<file path="src/rtl/ram_req_pkg.sv">
// Shared defaults and state encoding for the RAM request front-end.
package ram_req_pkg;

    localparam int unsigned AW_DEFAULT        = 8;
    localparam int unsigned DW_DEFAULT        = 32;
    localparam int unsigned RSP_DEPTH_DEFAULT = 2;
    localparam logic [31:0] INIT_VALUE_DEFAULT = 32'h0000_0000;

    typedef enum logic {
        INIT,
        RUN
    } ctrl_state_e;

endpackage

</file>
<file path="src/rtl/ram_rsp_fifo.sv">
// Small synchronous response FIFO; extra pointer bit separates full from empty.
module ram_rsp_fifo #(
    parameter int unsigned DW    = 32,
    parameter int unsigned DEPTH = 2
) (
    input  logic          clk_i,
    input  logic          rst_ni,
    input  logic          push_i,
    input  logic [DW-1:0] push_data_i,
    input  logic          pop_i,
    output logic [DW-1:0] data_o,
    output logic          full_o,
    output logic          empty_o
);

    localparam int PW = $clog2(DEPTH);
    localparam logic [PW:0] PTR_ONE = (PW+1)'(1);

    logic [PW:0]   wr_ptr_q;
    logic [PW:0]   rd_ptr_q;
    logic [DW-1:0] mem_q [DEPTH];
    logic          do_push;
    logic          do_pop;

    assign empty_o = (wr_ptr_q == rd_ptr_q);
    assign full_o  = (wr_ptr_q[PW] != rd_ptr_q[PW]) &&
                     (wr_ptr_q[PW-1:0] == rd_ptr_q[PW-1:0]);
    assign data_o  = mem_q[rd_ptr_q[PW-1:0]];

    assign do_push = push_i && !full_o;
    assign do_pop  = pop_i && !empty_o;

    // Storage is cleared on reset so the read-data output is zero until the first push.
    always_ff @(posedge clk_i or negedge rst_ni) begin
        if (!rst_ni) begin
            wr_ptr_q <= '0;
            rd_ptr_q <= '0;
            for (int i = 0; i < int'(DEPTH); i++) begin
                mem_q[i] <= '0;
            end
        end else begin
            if (do_push) begin
                mem_q[wr_ptr_q[PW-1:0]] <= push_data_i;
                wr_ptr_q                <= wr_ptr_q + PTR_ONE;
            end
            if (do_pop) begin
                rd_ptr_q <= rd_ptr_q + PTR_ONE;
            end
        end
    end

endmodule

</file>
<file path="src/rtl/ram_req_ctrl.sv">
// Command front-end for the dual-read/single-write RAM: post-reset sweep,
// registered write port, read port A with write forwarding, response FIFO.
module ram_req_ctrl
    import ram_req_pkg::*;
#(
    parameter int unsigned   AW         = AW_DEFAULT,
    parameter int unsigned   DW         = DW_DEFAULT,
    parameter logic [DW-1:0] INIT_VALUE = DW'(INIT_VALUE_DEFAULT),
    parameter int unsigned   RSP_DEPTH  = RSP_DEPTH_DEFAULT
) (
    input  logic          clk,
    input  logic          rst_n,
    input  logic          cmd_valid,
    output logic          cmd_ready,
    input  logic          cmd_we,
    input  logic [AW-1:0] cmd_addr,
    input  logic [DW-1:0] cmd_wdata,
    output logic          rsp_valid,
    input  logic          rsp_ready,
    output logic [DW-1:0] rsp_rdata,
    output logic          init_done,
    output logic [AW-1:0] ram_addr_a,
    input  logic [DW-1:0] ram_data_a,
    output logic [AW-1:0] ram_addr_wr,
    output logic [DW-1:0] ram_data_in,
    output logic          ram_we
);

    localparam logic [AW-1:0] LAST_ADDR = '1;
    localparam logic [AW-1:0] ADDR_ONE  = AW'(1);

    ctrl_state_e   state_q, state_d;
    logic [AW-1:0] sweep_q, sweep_d;
    logic          we_q, we_d;
    logic [AW-1:0] waddr_q, waddr_d;
    logic [DW-1:0] wdata_q, wdata_d;

    logic          fifo_full;
    logic          fifo_empty;
    logic          fifo_push;
    logic          fifo_pop;
    logic [DW-1:0] fifo_push_data;

    always_ff @(posedge clk or negedge rst_n) begin
        if (!rst_n) begin
            state_q <= INIT;
            sweep_q <= '0;
            we_q    <= 1'b0;
            waddr_q <= '0;
            wdata_q <= '0;
        end else begin
            state_q <= state_d;
            sweep_q <= sweep_d;
            we_q    <= we_d;
            waddr_q <= waddr_d;
            wdata_q <= wdata_d;
        end
    end

    // The write-port registers double as the pending-write record used for forwarding:
    // the RAM only commits them one edge later, so a read in between must see them here.
    always_comb begin
        state_d        = state_q;
        sweep_d        = sweep_q;
        we_d           = 1'b0;
        waddr_d        = waddr_q;
        wdata_d        = wdata_q;
        cmd_ready      = 1'b0;
        fifo_push      = 1'b0;
        fifo_push_data = ram_data_a;

        case (state_q)
            INIT: begin
                we_d    = 1'b1;
                waddr_d = sweep_q;
                wdata_d = INIT_VALUE;
                if (sweep_q == LAST_ADDR) begin
                    state_d = RUN;
                end else begin
                    sweep_d = sweep_q + ADDR_ONE;
                end
            end
            RUN: begin
                cmd_ready = !fifo_full;
                if (cmd_valid && !fifo_full) begin
                    if (cmd_we) begin
                        we_d    = 1'b1;
                        waddr_d = cmd_addr;
                        wdata_d = cmd_wdata;
                    end else begin
                        fifo_push = 1'b1;
                        if (we_q && (waddr_q == cmd_addr)) begin
                            fifo_push_data = wdata_q;
                        end
                    end
                end
            end
            default: begin
                state_d = INIT;
            end
        endcase
    end

    assign fifo_pop    = rsp_valid && rsp_ready;
    assign rsp_valid   = !fifo_empty;
    assign init_done   = (state_q == RUN);
    assign ram_addr_a  = cmd_addr;
    assign ram_we      = we_q;
    assign ram_addr_wr = waddr_q;
    assign ram_data_in = wdata_q;

    ram_rsp_fifo #(
        .DW    (DW),
        .DEPTH (RSP_DEPTH)
    ) u_rsp_fifo (
        .clk_i       (clk),
        .rst_ni      (rst_n),
        .push_i      (fifo_push),
        .push_data_i (fifo_push_data),
        .pop_i       (fifo_pop),
        .data_o      (rsp_rdata),
        .full_o      (fifo_full),
        .empty_o     (fifo_empty)
    );

endmodule

</file>
<file path="config.mk">
export PLATFORM = sky130hd
export DESIGN_NAME = ram_req_ctrl
export DESIGN_NICKNAME = d
export VERILOG_FILES = /design/src/rtl/ram_req_pkg.sv /design/src/rtl/ram_rsp_fifo.sv /design/src/rtl/ram_req_ctrl.sv
export SDC_FILE = /design/constraint.sdc
export NUM_CORES = 1
export LEC_CHECK = 0
export CORE_MARGIN = 2
export CORE_UTILIZATION = 50
export CTS_BUF_LIST = sky130_fd_sc_hd__clkbuf_4 sky130_fd_sc_hd__clkbuf_8
export DETAILED_ROUTE_END_ITERATION = 12
export DONT_BUFFER_PORTS = 1
export SLEW_MARGIN = 40
export SYNTH_ARGS = -nofsm -noshare
export SYNTH_HDL_FRONTEND = slang
export SYNTH_SLANG_ARGS = --single-unit
</file>
<file path="constraint.sdc">
create_clock -name clk -period 2.4 [get_ports clk]
set_clock_uncertainty 0.1 [all_clocks]
set_input_delay 0.48 -clock clk [delete_from_list [all_inputs] [get_ports clk]]
set_output_delay 0.48 -clock clk [all_outputs]
set_load 0.02 [all_outputs]
</file>
==> run metrics <==
setup_tns=0 ps; synth warn=0; cells taking the most area after synthesis=dfrtp_1 (54%), a22oi_2 (6.9%), mux2_2 (6.8%); Hold Vio Cnt, Final=118; vias=3,841; global-route wire length before repair=19,900 um; Die W=109 um; #FFs+latches synth=118; most frequent cells in the layout=dfrtp_1 (116), nand2_1 (87), nor2_1 (72); first-pass iteration count of the detailed router=4; Worst path max stage delay=470 ps; postcts setup bufs=0; Pleak=2.71 nW; Port Buffer Count=0; Critical Path RT=1820 ps; count of final setup violators=0; Final #Nets=612; Setup crit end kind=output pin; row count=38; status=finished with violations; area occupied by registers=2960 um2; HP Class=input port to asynchronous set/reset pin; Data arrival, critical path=1720 ps; Yosys top cell by area=dfrtp_1; Placer Congestion=0.765; post-layout min period=2300 ps; RSZ-0062 raised after global routing=no; peak supply drop=0.335 mV; Die Ht=109 um; Overall Power=3.67 mW; Clk Latency, worst-skew pair=420 ps; critical path depth=2; Sw Ratio=20.8%; Max-Cap Viols=0; Least-Margin Pin Slew=572 ps; startpoint types=flip-flop; Seq pwr share=54.2%; Total Wirelength=12,500 um; Synth Instances=538; violated checks=hold timing; CP delay by family, top=multiplexers; GRT Overall Usage=22.2%; antenna violations before repair=0; Net Sw Power=0.766 mW; Initial Util=50.9%; Logic pwr share=2.4%; initial DRC count=174; R2R depth=6; Synth top area share=54.0%; H-tree level count=4; Crit Path Max Fanout=34; GRT Residual Overflow=0; Inserted Clock Buffers=17; launch point of the worst path=u_rsp_fifo.rd_ptr_q[0]$_DFFE_PN0P_; reg2reg end=u_rsp_fifo.mem_q[18]$_DFFE_PN0P_; Multi-input gate area=2330 um2; Rel. slew slack=61.9%; Syn Nets=616; Total Die Area=11,800 um2; DRC Markers=0; syn avg cell area=10.2 um2; core area=10,700 um2; fraction of layout cells with a size suffix above 1=23.3%; clock root buffer=clkbuf_8; fillers=980; Seq/Total Area, Yosys=54.0%; commonest non-fill, non-tap cell in the layout=dfrtp_1; Synth Cell Area=5470 um2; Tcrit/Tclk final=95.9%; hold_ws=-352 ps; Clk pin slew, worst setup/hold paths=70 ps; Area Growth Syn to Fin=10.3%; ANT nets after route=0; # clock sinks=118; CP endpoint=rsp_rdata[29]; Worst path slowest cell=mux2_2; reg2reg setup slack=270 ps; maximum clock insertion buffer count=2; Clk pwr share=43.4%; Netlist cell types=25; CP cell instances=buf_4, mux2_2; worst setup path class=flip-flop to output pin; f_max=0.435 GHz; vias in the first global route=3,929; worst path bufs/invs=1; io pins=161; PD cells=609 nW/um2; R2R Path Start=u_rsp_fifo.rd_ptr_q[0]$_DFFE_PN0P_; Ant. Diodes=0; dpl hpwl=7990 um; Slew Limit Fails=0; CTS tree=done; Via density=5.61; DR WL/cell=18.2 um; cell internal pwr=2.91 mW; largest net degree at the start of global routing=119
-- power by group through the flow --
stage          Sequential [mW]  Combinational (mW)  Clock, mW
2_1_floorplan             2.03              0.0865          0
3_5_place_dp              2.03              0.0894          0
4_1_cts                   1.99              0.0896       1.64
3_3_place_gp              2.03              0.0872          0
6_report                  1.99              0.0889       1.60
5_1_grt                   1.99              0.0996       1.73
-- final cells by class --
| class | count | area share (%) |
|---|---|---|
| Timing Repair Buffer | 24 | 3.45 |
| Inverter | 3 | 0.187 |
| Clock buffer | 26 | 5.52 |
| Multi-Input combinational cell | 370 | 38.6 |
| Tap cell | 140 | 2.91 |
| Sequential cell | 118 | 49.0 |
| Clock inverter | 4 | 0.332 |
-- registers in the layout (all words and copies together) (netlist names) --
signal and count:
init_done 1, ram_addr_wr 8, ram_data_in 32, ram_we 1, sweep_q 8, u_rsp_fifo.mem_q 64
u_rsp_fifo.rd_ptr_q 2, u_rsp_fifo.wr_ptr_q 2
-- kinds of logic (layout without fill, tap and decap cells) --
logic type,Yosys count,count (layout),synth area share [%]
muxes,33,33,6.80
adders and majority gates,1,1,0.229
AOI/OAI and AO/OA,139,139,18.7
buffers and inverters,50,57,4.26
DFF,118,118,54.0
xor gates and xnor gates,20,20,3.20
and+or+nand+nor,177,177,12.8
-- Yosys cell counts --
master	count
a211o_1	1
a21boi_0	32
a22oi_1	2
mux2_2	33
nand4_1	1
and2_1	1
ha_1	1
nor2_1	74
nand4b_1	1
or4_1	1
dfrtp_1	118
nor3_1	2
clkbuf_1	35
a22oi_2	30
xnor2_1	16
nand2b_1	1
nand3_1	5
and3_1	3
inv_1	3
a21oi_1	65
a31oi_1	9
and4_1	1
xor2_1	4
buf_4	12
nand2_1	87
-- through the flow --
| stage | std cells | util (%) | cell area [um2] | setup slack (ps) | hold WS [ps] |
|---|---|---|---|---|---|
| after global routing | 685 | 56.1 | 6030 | 35.7 | -380 |
| after global placement | 655 | 52.5 | 5640 | 86.0 | 86.9 |
| after floorplan | 538 | - | 5470 | 136 | 84.4 |
| final | 685 | 56.1 | 6030 | 99.1 | -352 |
| after CTS | 685 | 55.8 | 6000 | 18.6 | -375 |
| after detailed placement | 655 | 52.5 | 5640 | 24.7 | 86.9 |
-- how the worst min path moves through the flow --
stage / start / end / slack [ps]
final: rst_n / ram_data_in[26]$_DFFE_PN0P_ / -350
after global routing: rst_n / u_rsp_fifo.mem_q[24]$_DFFE_PN0P_ / -380
after CTS: rst_n / u_rsp_fifo.mem_q[24]$_DFFE_PN0P_ / -380
after detailed placement: rst_n / u_rsp_fifo.mem_q[24]$_DFFE_PN0P_ / 90
after global placement: rst_n / u_rsp_fifo.mem_q[24]$_DFFE_PN0P_ / 90
after floorplan: rst_n / init_done$_DFF_PN0_ / 80
-- metal layers --
metal,global-route usage [%],share of wire [%],vias up
met4,8.06,1.5,0
met3,7.11,7.6,15
met1,27.6,42,1883
met2,36.4,49,125
li1,-,-,1818
met5,0,0,-
-- what timing repair did --
action | in CTS | in global routing
hold endpoints to repair | 118 | 118
gates resized for setup | 0 | 7
setup endpoints to repair | 0 | 32
Power figures use the tool's default switching activity.
